$ cat src/rtl/fdiv_sched_pkg.sv
// Shared types and constants for the fdiv scheduler: FSM states, op codes
// and the quiet-NaN pattern returned when a divide is abandoned.
package fdiv_sched_pkg;

    typedef enum logic [2:0] {
        ST_DRAIN = 3'd0,
        ST_IDLE  = 3'd1,
        ST_ISSUE = 3'd2,
        ST_WAIT  = 3'd3,
        ST_RESP  = 3'd4
    } state_t;

    // Rounding-mode style op field forwarded untouched to the divider.
    localparam logic [1:0] OP_RNE = 2'd0;
    localparam logic [1:0] OP_RTZ = 2'd1;
    localparam logic [1:0] OP_RDN = 2'd2;
    localparam logic [1:0] OP_RUP = 2'd3;

    // Negative quiet NaN: sign set, exponent all ones, mantissa MSB set.
    function automatic logic [63:0] nan_bits(input int expw, input int manw);
        logic [63:0] v;
        v = 64'd0;
        for (int i = 0; i < expw; i++) begin
            v[manw + i] = 1'b1;
        end
        v[manw - 1]    = 1'b1;
        v[expw + manw] = 1'b1;
        return v;
    endfunction

endpackage

$ cat src/rtl/fdiv_sched_rr_arbiter.sv
// Combinational round-robin arbiter: grants the first requester at or after
// ptr, wrapping, and reports the granted index.
module fdiv_sched_rr_arbiter #(
    parameter int NREQ = 4,
    parameter int PW   = (NREQ > 1) ? $clog2(NREQ) : 1
) (
    input  logic [NREQ-1:0] req,
    input  logic [PW-1:0]   ptr,
    output logic [NREQ-1:0] grant,
    output logic [PW-1:0]   grant_idx
);

    logic          found_s;
    int            idx_s;
    logic [PW-1:0] sel_s;

    // Scan from ptr, wrapping once around the requester ring.
    always_comb begin
        grant     = '0;
        grant_idx = '0;
        found_s   = 1'b0;
        idx_s     = 0;
        sel_s     = '0;
        for (int off = 0; off < NREQ; off++) begin
            idx_s = int'(ptr) + off;
            if (idx_s >= NREQ) begin
                idx_s = idx_s - NREQ;
            end else begin
                idx_s = idx_s;
            end
            sel_s = PW'(idx_s);
            if (!found_s && req[sel_s]) begin
                found_s      = 1'b1;
                grant[sel_s] = 1'b1;
                grant_idx    = sel_s;
            end else begin
                found_s = found_s;
            end
        end
    end

endmodule

$ cat src/rtl/fdiv_sched.sv
// Round-robin scheduler sharing one iterative fdiv unit among NREQ requesters.
// Optional WAIT watchdog enabled by defining FDIV_SCHED_TIMEOUT_EN.
module fdiv_sched
    import fdiv_sched_pkg::*;
#(
    parameter int NREQ        = 4,
    parameter int DATAW       = 32,
    parameter int EXPW        = 8,
    parameter int MANW        = 23,
    parameter int DRAIN_CYC   = 2*MANW+3,
    parameter int TIMEOUT_CYC = 2*MANW+8
) (
    input  logic                  clk,
    input  logic                  rst_n,
    input  logic [NREQ-1:0]       req_valid,
    output logic [NREQ-1:0]       req_ready,
    input  logic [NREQ*DATAW-1:0] req_a,
    input  logic [NREQ*DATAW-1:0] req_b,
    input  logic [NREQ*2-1:0]     req_op,
    output logic [NREQ-1:0]       rsp_valid,
    output logic [DATAW-1:0]      rsp_q,
    output logic                  rsp_err,
    output logic                  div_dispatch,
    output logic [DATAW-1:0]      div_a,
    output logic [DATAW-1:0]      div_b,
    output logic [1:0]            div_op,
    input  logic                  div_done,
    input  logic [DATAW-1:0]      div_q,
    output logic                  busy
);

    localparam int PW      = (NREQ > 1) ? $clog2(NREQ) : 1;
    localparam int CNT_MAX = (DRAIN_CYC > TIMEOUT_CYC) ? DRAIN_CYC : TIMEOUT_CYC;
    localparam int CNTW    = $clog2(CNT_MAX + 1);
    localparam logic [DATAW-1:0] NAN_Q      = DATAW'(nan_bits(EXPW, MANW));
    localparam logic [CNTW-1:0]  DRAIN_INIT = CNTW'(DRAIN_CYC);
    localparam logic [NREQ-1:0]  ONE_HOT0   = NREQ'(1);

    state_t           state_r, state_nxt;
    logic [PW-1:0]    rr_ptr_r, owner_r, grant_idx_s;
    logic [NREQ-1:0]  grant_s;
    logic [CNTW-1:0]  cnt_r;
    logic             accept_s, timeout_s, finish_s;
    logic [NREQ-1:0]  rsp_valid_r;
    logic [DATAW-1:0] rsp_q_r, div_a_r, div_b_r;
    logic             rsp_err_r, div_dispatch_r;
    logic [1:0]       div_op_r;

    fdiv_sched_rr_arbiter #(.NREQ(NREQ), .PW(PW)) u_arb (
        .req       (req_valid),
        .ptr       (rr_ptr_r),
        .grant     (grant_s),
        .grant_idx (grant_idx_s)
    );

`ifdef FDIV_SCHED_TIMEOUT_EN
    localparam logic [CNTW-1:0] TIMEOUT_LAST = CNTW'(TIMEOUT_CYC - 1);
    assign timeout_s = (cnt_r == TIMEOUT_LAST);
`else
    assign timeout_s = 1'b0;
`endif

    assign accept_s  = (state_r == ST_IDLE) && (grant_s != '0);
    assign finish_s  = (state_r == ST_WAIT) && (div_done || timeout_s);
    assign req_ready = (state_r == ST_IDLE) ? grant_s : '0;
    assign busy      = (state_r != ST_IDLE);

    assign rsp_valid    = rsp_valid_r;
    assign rsp_q        = rsp_q_r;
    assign rsp_err      = rsp_err_r;
    assign div_dispatch = div_dispatch_r;
    assign div_a        = div_a_r;
    assign div_b        = div_b_r;
    assign div_op       = div_op_r;

    // FSM state register.
    always_ff @(posedge clk or negedge rst_n) begin
        if (!rst_n) begin
            state_r <= ST_DRAIN;
        end else begin
            state_r <= state_nxt;
        end
    end

    // Next-state decode; a watchdog response detours through DRAIN so the
    // abandoned divide can finish before the unit is reused.
    always_comb begin
        state_nxt = state_r;
        case (state_r)
            ST_DRAIN: state_nxt = (cnt_r == '0) ? ST_IDLE : ST_DRAIN;
            ST_IDLE:  state_nxt = accept_s ? ST_ISSUE : ST_IDLE;
            ST_ISSUE: state_nxt = ST_WAIT;
            ST_WAIT:  state_nxt = finish_s ? ST_RESP : ST_WAIT;
            ST_RESP:  state_nxt = rsp_err_r ? ST_DRAIN : ST_IDLE;
            default:  state_nxt = ST_DRAIN;
        endcase
    end

    // Shared counter: drain countdown, and WAIT cycle count for the watchdog.
    always_ff @(posedge clk or negedge rst_n) begin
        if (!rst_n) begin
            cnt_r <= DRAIN_INIT;
        end else begin
            case (state_r)
                ST_DRAIN: if (cnt_r != '0) cnt_r <= cnt_r - CNTW'(1);
                ST_ISSUE: cnt_r <= '0;
                ST_WAIT:  cnt_r <= cnt_r + CNTW'(1);
                ST_RESP:  if (rsp_err_r) cnt_r <= DRAIN_INIT;
                default:  cnt_r <= cnt_r;
            endcase
        end
    end

    // Operand capture, dispatch pulse and response registers.
    always_ff @(posedge clk or negedge rst_n) begin
        if (!rst_n) begin
            rr_ptr_r       <= '0;
            owner_r        <= '0;
            div_dispatch_r <= 1'b0;
            div_a_r        <= '0;
            div_b_r        <= '0;
            div_op_r       <= 2'd0;
            rsp_valid_r    <= '0;
            rsp_q_r        <= '0;
            rsp_err_r      <= 1'b0;
        end else begin
            div_dispatch_r <= accept_s;
            rsp_valid_r    <= '0;
            rsp_err_r      <= 1'b0;
            if (accept_s) begin
                div_a_r  <= req_a[int'(grant_idx_s)*DATAW +: DATAW];
                div_b_r  <= req_b[int'(grant_idx_s)*DATAW +: DATAW];
                div_op_r <= req_op[int'(grant_idx_s)*2 +: 2];
                owner_r  <= grant_idx_s;
                rr_ptr_r <= (grant_idx_s == PW'(NREQ-1)) ? '0 : grant_idx_s + PW'(1);
            end
            if (finish_s) begin
                rsp_valid_r <= ONE_HOT0 << owner_r;
                rsp_q_r     <= div_done ? div_q : NAN_Q;
                rsp_err_r   <= ~div_done;
            end
        end
    end

endmodule

$ cat config.mk
export PLATFORM = sky130hd
export DESIGN_NAME = fdiv_sched
export DESIGN_NICKNAME = d
export VERILOG_FILES = /design/src/rtl/fdiv_sched_pkg.sv /design/src/rtl/fdiv_sched_rr_arbiter.sv /design/src/rtl/fdiv_sched.sv
export SDC_FILE = /design/constraint.sdc
export NUM_CORES = 1
export LEC_CHECK = 0
export CAP_MARGIN = 10
export CORE_AREA = 2 2 160 162
export DETAILED_ROUTE_END_ITERATION = 6
export DIE_AREA = 0 0 162 164
export RECOVER_POWER = 100
export SYNTH_ARGS = -nofsm -noshare
export SYNTH_HDL_FRONTEND = slang
export SYNTH_HIERARCHICAL = 1
export SYNTH_SLANG_ARGS = --single-unit
$ cat constraint.sdc
create_clock -name clk -period 7.3 [get_ports clk]
set_clock_uncertainty 0.05 [all_clocks]
set_input_delay 1.095 -clock clk [delete_from_list [all_inputs] [get_ports clk]]
set_output_delay 1.095 -clock clk [all_outputs]
set_load 0.05 [all_outputs]
==> results.env, run 1 <==
CRITICAL_SETUP_PATH_KIND='input pin to flop'
FINAL-INSTANCE-COUNT-EXCL-FILL=1255
SYNTH_TOP_AREA_SHARE=0.428
WL_UM=24600
TIMING.HOLD.WORST.CLASS='flop to flop'
GLOBAL_ROUTE_WIRE_LENGTH_BEFORE_REPAIR_UM=35800
CTS.SINKS=117
POSTSYNTH.ASYNCRESETSHARE=1.00
DRC=0
SYNTHESIS.YOSYS.WARNINGS=6
SYN-MEAN-INSTANCE-AREA_UM2=13.1
P_SEQ_FRAC=0.190
HOLD_VIOLATIONS=0
FINAL_WORST_SETUP_SLACK_PS=1400
NUM_ROWS=58
DP_HPWL_UM=19600
VIAS=5805
ROUTEDWLPERCELL_UM=19.6
SYN-INSTANCE-COUNT=511
EDFF_COUNT_SYNTH=0
PLACEMENT.SETUP.WORST_SLACK_PS=2200
VIAS_PER_CELL=4.63
SWSHARE=0.453
DIE_Y_UM=164
POST-CTS-SETUP-BUFFER-COUNT=0
PLACEABLE_CORE_AREA_UM2=24800
STATUS='finished, violations left'
GRT_PASS1_VIAS=6011
POWERDENSITY_nW_PER_UM2=531
STDCELL_AREA_UM2=11700
PATH_MAX_FANOUT=68
LAYOUT.CELLS.MOST_COMMON='clkdlybuf4s50_1'
DPL_CELL_AREA_UM2=11100
P_LEAK_nW=4.75
FP.DIEAREA_UM2=26600
SYNTHESIS.NETS=825
F_MAX_MHz=169
CTS_REPAIR_RESIZE_COUNT=0
SYNTH_SEQ_CELLS=117
GROUTE.USAGE.OVERALL=0.181
MOSTFREQUENTLAYOUTCELLS='clkdlybuf4s50_1, dfrtp_1, dlygate4sd3_1'
PLACEDCELLCOUNT=1224
REQUIRED_PS=7540
TRITONCTS='yes'
DRT_ITER0_MARKERS=281
CTS_ROOT_BUF='clkbuf_16'
TIMING.CRITICAL_PATH.ARRIVAL_PS=6140
PORT_BUFFERS=411
GRT_SETUP_UNREPAIRED='false'
DISTINCT_CELL_TYPE_COUNT_AFTER_SYNTHESIS=55
HTREE_LEVELS=4
ANTENNA_FOUND_INITIAL=1
IR_DROP_mV=0.453
TIMING.FINAL.MAX_SLEW_VIOLATIONS=225
YOSYS.AREA.TOP_TYPE='dfrtp_1'
PLACE.GP.CONGESTION=0.747
FINAL_CORE_UTIL=0.471
CTS.CLK_SLEW.WORST_PATHS_PS=60
FLOORPLAN.INITIALDENSITY=0.269
FINAL_MIN_PERIOD_OVER_CLOCK_PERIOD=0.808
FINISH.NET_COUNT=1227
INSERTEDDIODECOUNT=0
VIOLATED_CHECKS='capacitance limit, slew limit'
SYN2LAYOUT_AREA_GROWTH_PCT=75.3
INTERNAL-POWER_mW=3.40
SETUP-TNS-FINAL_PS=0
BOUNDARYPINS=412
FLOORPLAN.DIE.WIDTH_UM=162
FINALCRITICALPERIOD_PS=5900
CLOCK_PATH_BUFFERS=2
NETSWITCHINGPOWER_mW=2.81
SYNTH_AREA_LEADERS='dfrtp_1, mux4_2, mux2_2'
CTS_BUFFERS=17
POWER.SHARE.CLOCK=0.143
MAXCAPVIOLCOUNT=4
GRT_MAX_DEGREE=78
CTS-HOLD-FIX-BUFFERS=0
DETAIL_ROUTE.FIRST_PASS.ITERATIONS=4
TIMING.CRITICAL_PATH.TO_TYPE='flop'
COMBINATIONALPOWERSHARE=0.667
SETUP_VIOL=0
SLEW_HEADROOM=-1.28
TOTAL_GR_OVERFLOW=0
DOMINANTREGCELLSYNTH='dfrtp_1'
FINAL_LAYOUT_SIZE_SUFFIX_GT1_FRAC=0.191
CRITICAL_PATH_STARTPOINT_CATEGORY='input pin'
WORSTMARGINPINSLEW_PS=3420
SYNTH-SEQ-AREA-SHARE=0.440
WORST_SKEW_PAIR.LATE_LATENCY_PS=410
NETLIST_AREA_UM2=6670
DRT.ANTENNA.VIOLATING_NETS=0
## final cells by class
type                       count  area (um2)
timing repair buffer         417        4140
multi-input combinational    352        3550
inverter                       8        30.0
clock inverter                14         199
clock buffer                  17         425
sequential                   117        2930
fill                        2327       13100
tap                          330         413
## Yosys cell counts, drive strengths merged (2+ instances only)
cell type  count
nor4           3
dfstp          3
clkbuf        14
a21oi          8
a22oi          8
o21a           2
nand2b         4
mux4          70
nand2        106
or4            2
and2           4
o31ai          2
o21ai         12
nor3           3
buf           20
nor2b          3
o41ai          2
xnor2          2
nand3          3
ha            10
nor2          14
mux2          69
o2111ai        2
clkinv         2
a21o           4
inv            6
dfrtp        114
a211oi         2
## path summary, 6_finish.rpt
check | startpoint | to | slack, ps | cells past startpoint
worst min-delay path | rsp_q[25]$_DFFE_PN0P_ | rsp_q[25]$_DFFE_PN0P_ | 420 | 2
max in group asynchronous | rst_n | rsp_q[23]$_DFFE_PN0P_ | 2890 | 2
worst max register to register | rr_ptr_r[0]$_DFFE_PN0P_ | div_a[23]$_DFFE_PN0P_ | 1540 | 7
worst max-delay path | req_valid[3] | div_a[23]$_DFFE_PN0P_ | 1400 | 6
worst min register to register | rsp_q[25]$_DFFE_PN0P_ | rsp_q[25]$_DFFE_PN0P_ | 420 | 2
min in group asynchronous | rst_n | rsp_q[30]$_DFFE_PN0P_ | 1330 | 1
## state kept, by name, indices dropped and copies added, names as in the netlist
| signal | flops |
|---|---|
| div_a | 32 |
| div_b | 32 |
| rsp_q | 32 |
| cnt_r | 6 |
| rsp_valid | 4 |
| state_r | 3 |
| div_op | 2 |
| owner_r | 2 |
| rr_ptr_r | 2 |
| div_dispatch | 1 |
| rsp_err | 1 |
## cells by family (layout without fill, tap and decap cells)
kind of cell    count (synthesis)  in the layout  share of synthesized area
other cells                     1              1                   0.000562
compound gates                 49             49                     0.0510
mux                           140            140                      0.354
flops                         117            117                      0.440
simple gates                  148            148                      0.101
fa+ha+maj                      12             12                     0.0233
xor+xnor                        2              2                    0.00263
buf+inv                        42            456                     0.0280
## metal layers
metal	track usage	part of all wire
met1	0.224	0.40
met2	0.302	0.50
met3	0.0606	0.084
met4	0.0563	0.020
met5	0	0.00053
## worst max-delay path: stages
cell             delay [ps]
clkdlybuf4s50_1         510
mux4_2                  670
nor4b_4                 450
a22o_1                 2490
mux4_2                  550
mux2_2                  300
## per-stage QoR
stage | hold WS [ps] | total power, mW
after floorplan | 392 | 4.14
after global placement | 406 | 5.42
after detailed placement | 411 | 5.42
after CTS | 417 | 6.34
after global routing | 443 | 6.58
final | 415 | 6.20
## power groups by stage
stage / Combinational [mW] / Sequential [mW] / Clock [mW]
2_1_floorplan: 2.04 / 2.10 / 0
3_3_place_gp: 4.23 / 1.19 / 0
3_5_place_dp: 4.23 / 1.20 / 0
4_1_cts: 4.23 / 1.20 / 0.914
5_1_grt: 4.41 / 1.23 / 0.944
6_report: 4.13 / 1.18 / 0.889
Power figures use the tool's default switching activity.
==> inputs of run 2 (changes only) <==
Settings changed: CORE_AREA 2 2 160 162 to 2 2 161 163, DIE_AREA 0 0 162 164 to 0 0 163 165.
Clock period 7.3 ns to 5.2 ns, I/O delays scaled along.
==> run 2 against run 1 <==
The run still ends with capacitance limit, slew limit left. Sequential power rose by 42%. Design area up 0.44%. Combinational power is 38% higher. Flip-flop and latch count did not move. Critical endpoint is now req_ready[1]. Largest cell class unchanged.
==> results.env, run 2 (synthesis gave the netlist of run 1 again) <==
VIOLATED_CHECKS='capacitance limit, slew limit'
WL_UM=25700  # +4.6%
CLOCK_PATH_BUFFERS=2  # unchanged
VIAS=5885  # +1.4%
DIE_Y_UM=165  # +0.61%
DPL_CELL_AREA_UM2=11200  # +0.59%
P_LEAK_nW=4.77  # +0.33%
CRITICAL_PATH_STARTPOINT_CATEGORY='flop'
STDCELL_AREA_UM2=11700  # +0.44%
FP.DIEAREA_UM2=26900  # +1.2%
DP_HPWL_UM=20400  # +4.0%
SETUP-TNS-FINAL_PS=0  # unchanged
MOSTFREQUENTLAYOUTCELLS='clkdlybuf4s50_1, dfrtp_1, dlygate4sd3_1'
DRC=0  # unchanged
FLOORPLAN.DIE.WIDTH_UM=163  # +0.62%
REQUIRED_PS=4370  # -3170 ps
SYN2LAYOUT_AREA_GROWTH_PCT=76.0
PLACEABLE_CORE_AREA_UM2=25000  # +0.88%
FINAL_LAYOUT_SIZE_SUFFIX_GT1_FRAC=0.196  # +0.00477
IR_DROP_mV=0.321  # -29%
ANTENNA_FOUND_INITIAL=3  # +2
STATUS='finished, violations left'
GRT_PASS1_VIAS=6104  # +1.5%
F_MAX_MHz=212
CTS.CLK_SLEW.WORST_PATHS_PS=70  # about the same
ROUTEDWLPERCELL_UM=20.5  # +4.2%
CRITICAL_SETUP_PATH_KIND='flop to output pin'
CTS_BUFFERS=17  # unchanged
CTS_ROOT_BUF='clkbuf_16'
DETAIL_ROUTE.FIRST_PASS.ITERATIONS=4  # unchanged
POWERDENSITY_nW_PER_UM2=732  # +38%
PLACE.GP.CONGESTION=0.831  # +11%
TIMING.FINAL.MAX_SLEW_VIOLATIONS=118  # -48%
LAYOUT.CELLS.MOST_COMMON='clkdlybuf4s50_1'
TIMING.CRITICAL_PATH.TO_TYPE='output pin'
GLOBAL_ROUTE_WIRE_LENGTH_BEFORE_REPAIR_UM=37500  # +4.8%
TIMING.CRITICAL_PATH.ARRIVAL_PS=3890  # -2250 ps
GROUTE.USAGE.OVERALL=0.189  # +0.00766
POST-CTS-SETUP-BUFFER-COUNT=0  # unchanged
BOUNDARYPINS=412  # unchanged
FINALCRITICALPERIOD_PS=4720
TRITONCTS='yes'
GRT_SETUP_UNREPAIRED='false'
CTS.SINKS=117  # unchanged
DRT_ITER0_MARKERS=198  # -30%
HOLD_VIOLATIONS=0  # unchanged
SLEW_HEADROOM=-0.663  # +0.615
CTS_REPAIR_RESIZE_COUNT=0  # unchanged
PATH_MAX_FANOUT=16  # -76%
TOTAL_GR_OVERFLOW=0  # unchanged
VIAS_PER_CELL=4.67  # +1.1%
PORT_BUFFERS=411  # unchanged
WORSTMARGINPINSLEW_PS=2490  # -923 ps
GRT_MAX_DEGREE=49  # -37%
DRT.ANTENNA.VIOLATING_NETS=0  # unchanged
TIMING.HOLD.WORST.CLASS='flop to flop'
MAXCAPVIOLCOUNT=3  # -1
HTREE_LEVELS=4  # unchanged
CTS-HOLD-FIX-BUFFERS=0  # unchanged
NUM_ROWS=58  # unchanged
FINISH.NET_COUNT=1229  # +0.16%
FLOORPLAN.INITIALDENSITY=0.266  # -0.00234
WORST_SKEW_PAIR.LATE_LATENCY_PS=410  # about the same
FINAL_MIN_PERIOD_OVER_CLOCK_PERIOD=0.907
SETUP_VIOL=0  # unchanged
==> run 2: cell types whose count changed in the layout (fill, tap and decap cells not counted), moves of 2 or more <==
cell	change
buf_4	-3
bufinv_16	-2
buf_12	+3
inv_8	+5
clkinv_2	-2
clkinv_4	-2
==> run 2: final timing paths <==
check | to | from | cells after the start | slack (ps)
worst max register to register | div_a[1]$_DFFE_PN0P_ | rr_ptr_r[0]$_DFFE_PN0P_ | 10 | 760
min in group asynchronous | div_a[27]$_DFFE_PN0P_ | rst_n | 1 | 1080
worst min-delay path | rsp_q[3]$_DFFE_PN0P_ | rsp_q[3]$_DFFE_PN0P_ | 2 | 420
worst max-delay path | req_ready[1] | rr_ptr_r[0]$_DFFE_PN0P_ | 8 | 480
max in group asynchronous | div_a[2]$_DFFE_PN0P_ | rst_n | 2 | 1320
worst min register to register | rsp_q[3]$_DFFE_PN0P_ | rsp_q[3]$_DFFE_PN0P_ | 2 | 420
==> run 2: worst max-delay path: stages, from the launching register on <==
cell           delay [ps]
dfrtp_1               740
inv_1                 140
ha_1                  410
mux4_2                450
nor4b_4               440
a22oi_1               120
o21ai_0               140
and2_1                160
dlygate4sd3_1         860
==> run 2: cell type report <==
cell class	count	area, um2
repair buffers	419	4190
multi-input cells	352	3560
fillers	2282	13300
inverters	8	30.0
diodes	1	2.50
clock inverters	15	184
flip-flops and latches	117	2930
clock buffers	17	425
well taps	330	413
==> run 2: per-stage QoR <==
stage	cells	hold WS, ps	power (mW)	utilization	setup WS (ps)
floorplan	511	392	5.81	-	1540
global placement	1226	406	7.63	0.446	799
detailed placement	1226	411	7.67	0.446	741
CTS	1258	316	8.94	0.470	479
global route	1259	440	9.15	0.469	180
finish	1259	417	8.59	0.469	484
==> run 2: routing by layer <==
metal / wire length [um] / up-vias / track usage / part of all wire
met4: 275 / 4 / 0.0430 / 0.011
met3: 2150 / 19 / 0.0673 / 0.083
met2: 13200 / 237 / 0.321 / 0.51
li1: - / 2724 / - / -
met5: 27 / - / 0 / 0.0010
met1: 10100 / 2901 / 0.230 / 0.39
==> run 2: power by group <==
group | internal, mW | switching, mW
registers | 1.37 | 0.292
clock network | 0.730 | 0.498
logic | 2.50 | 3.19
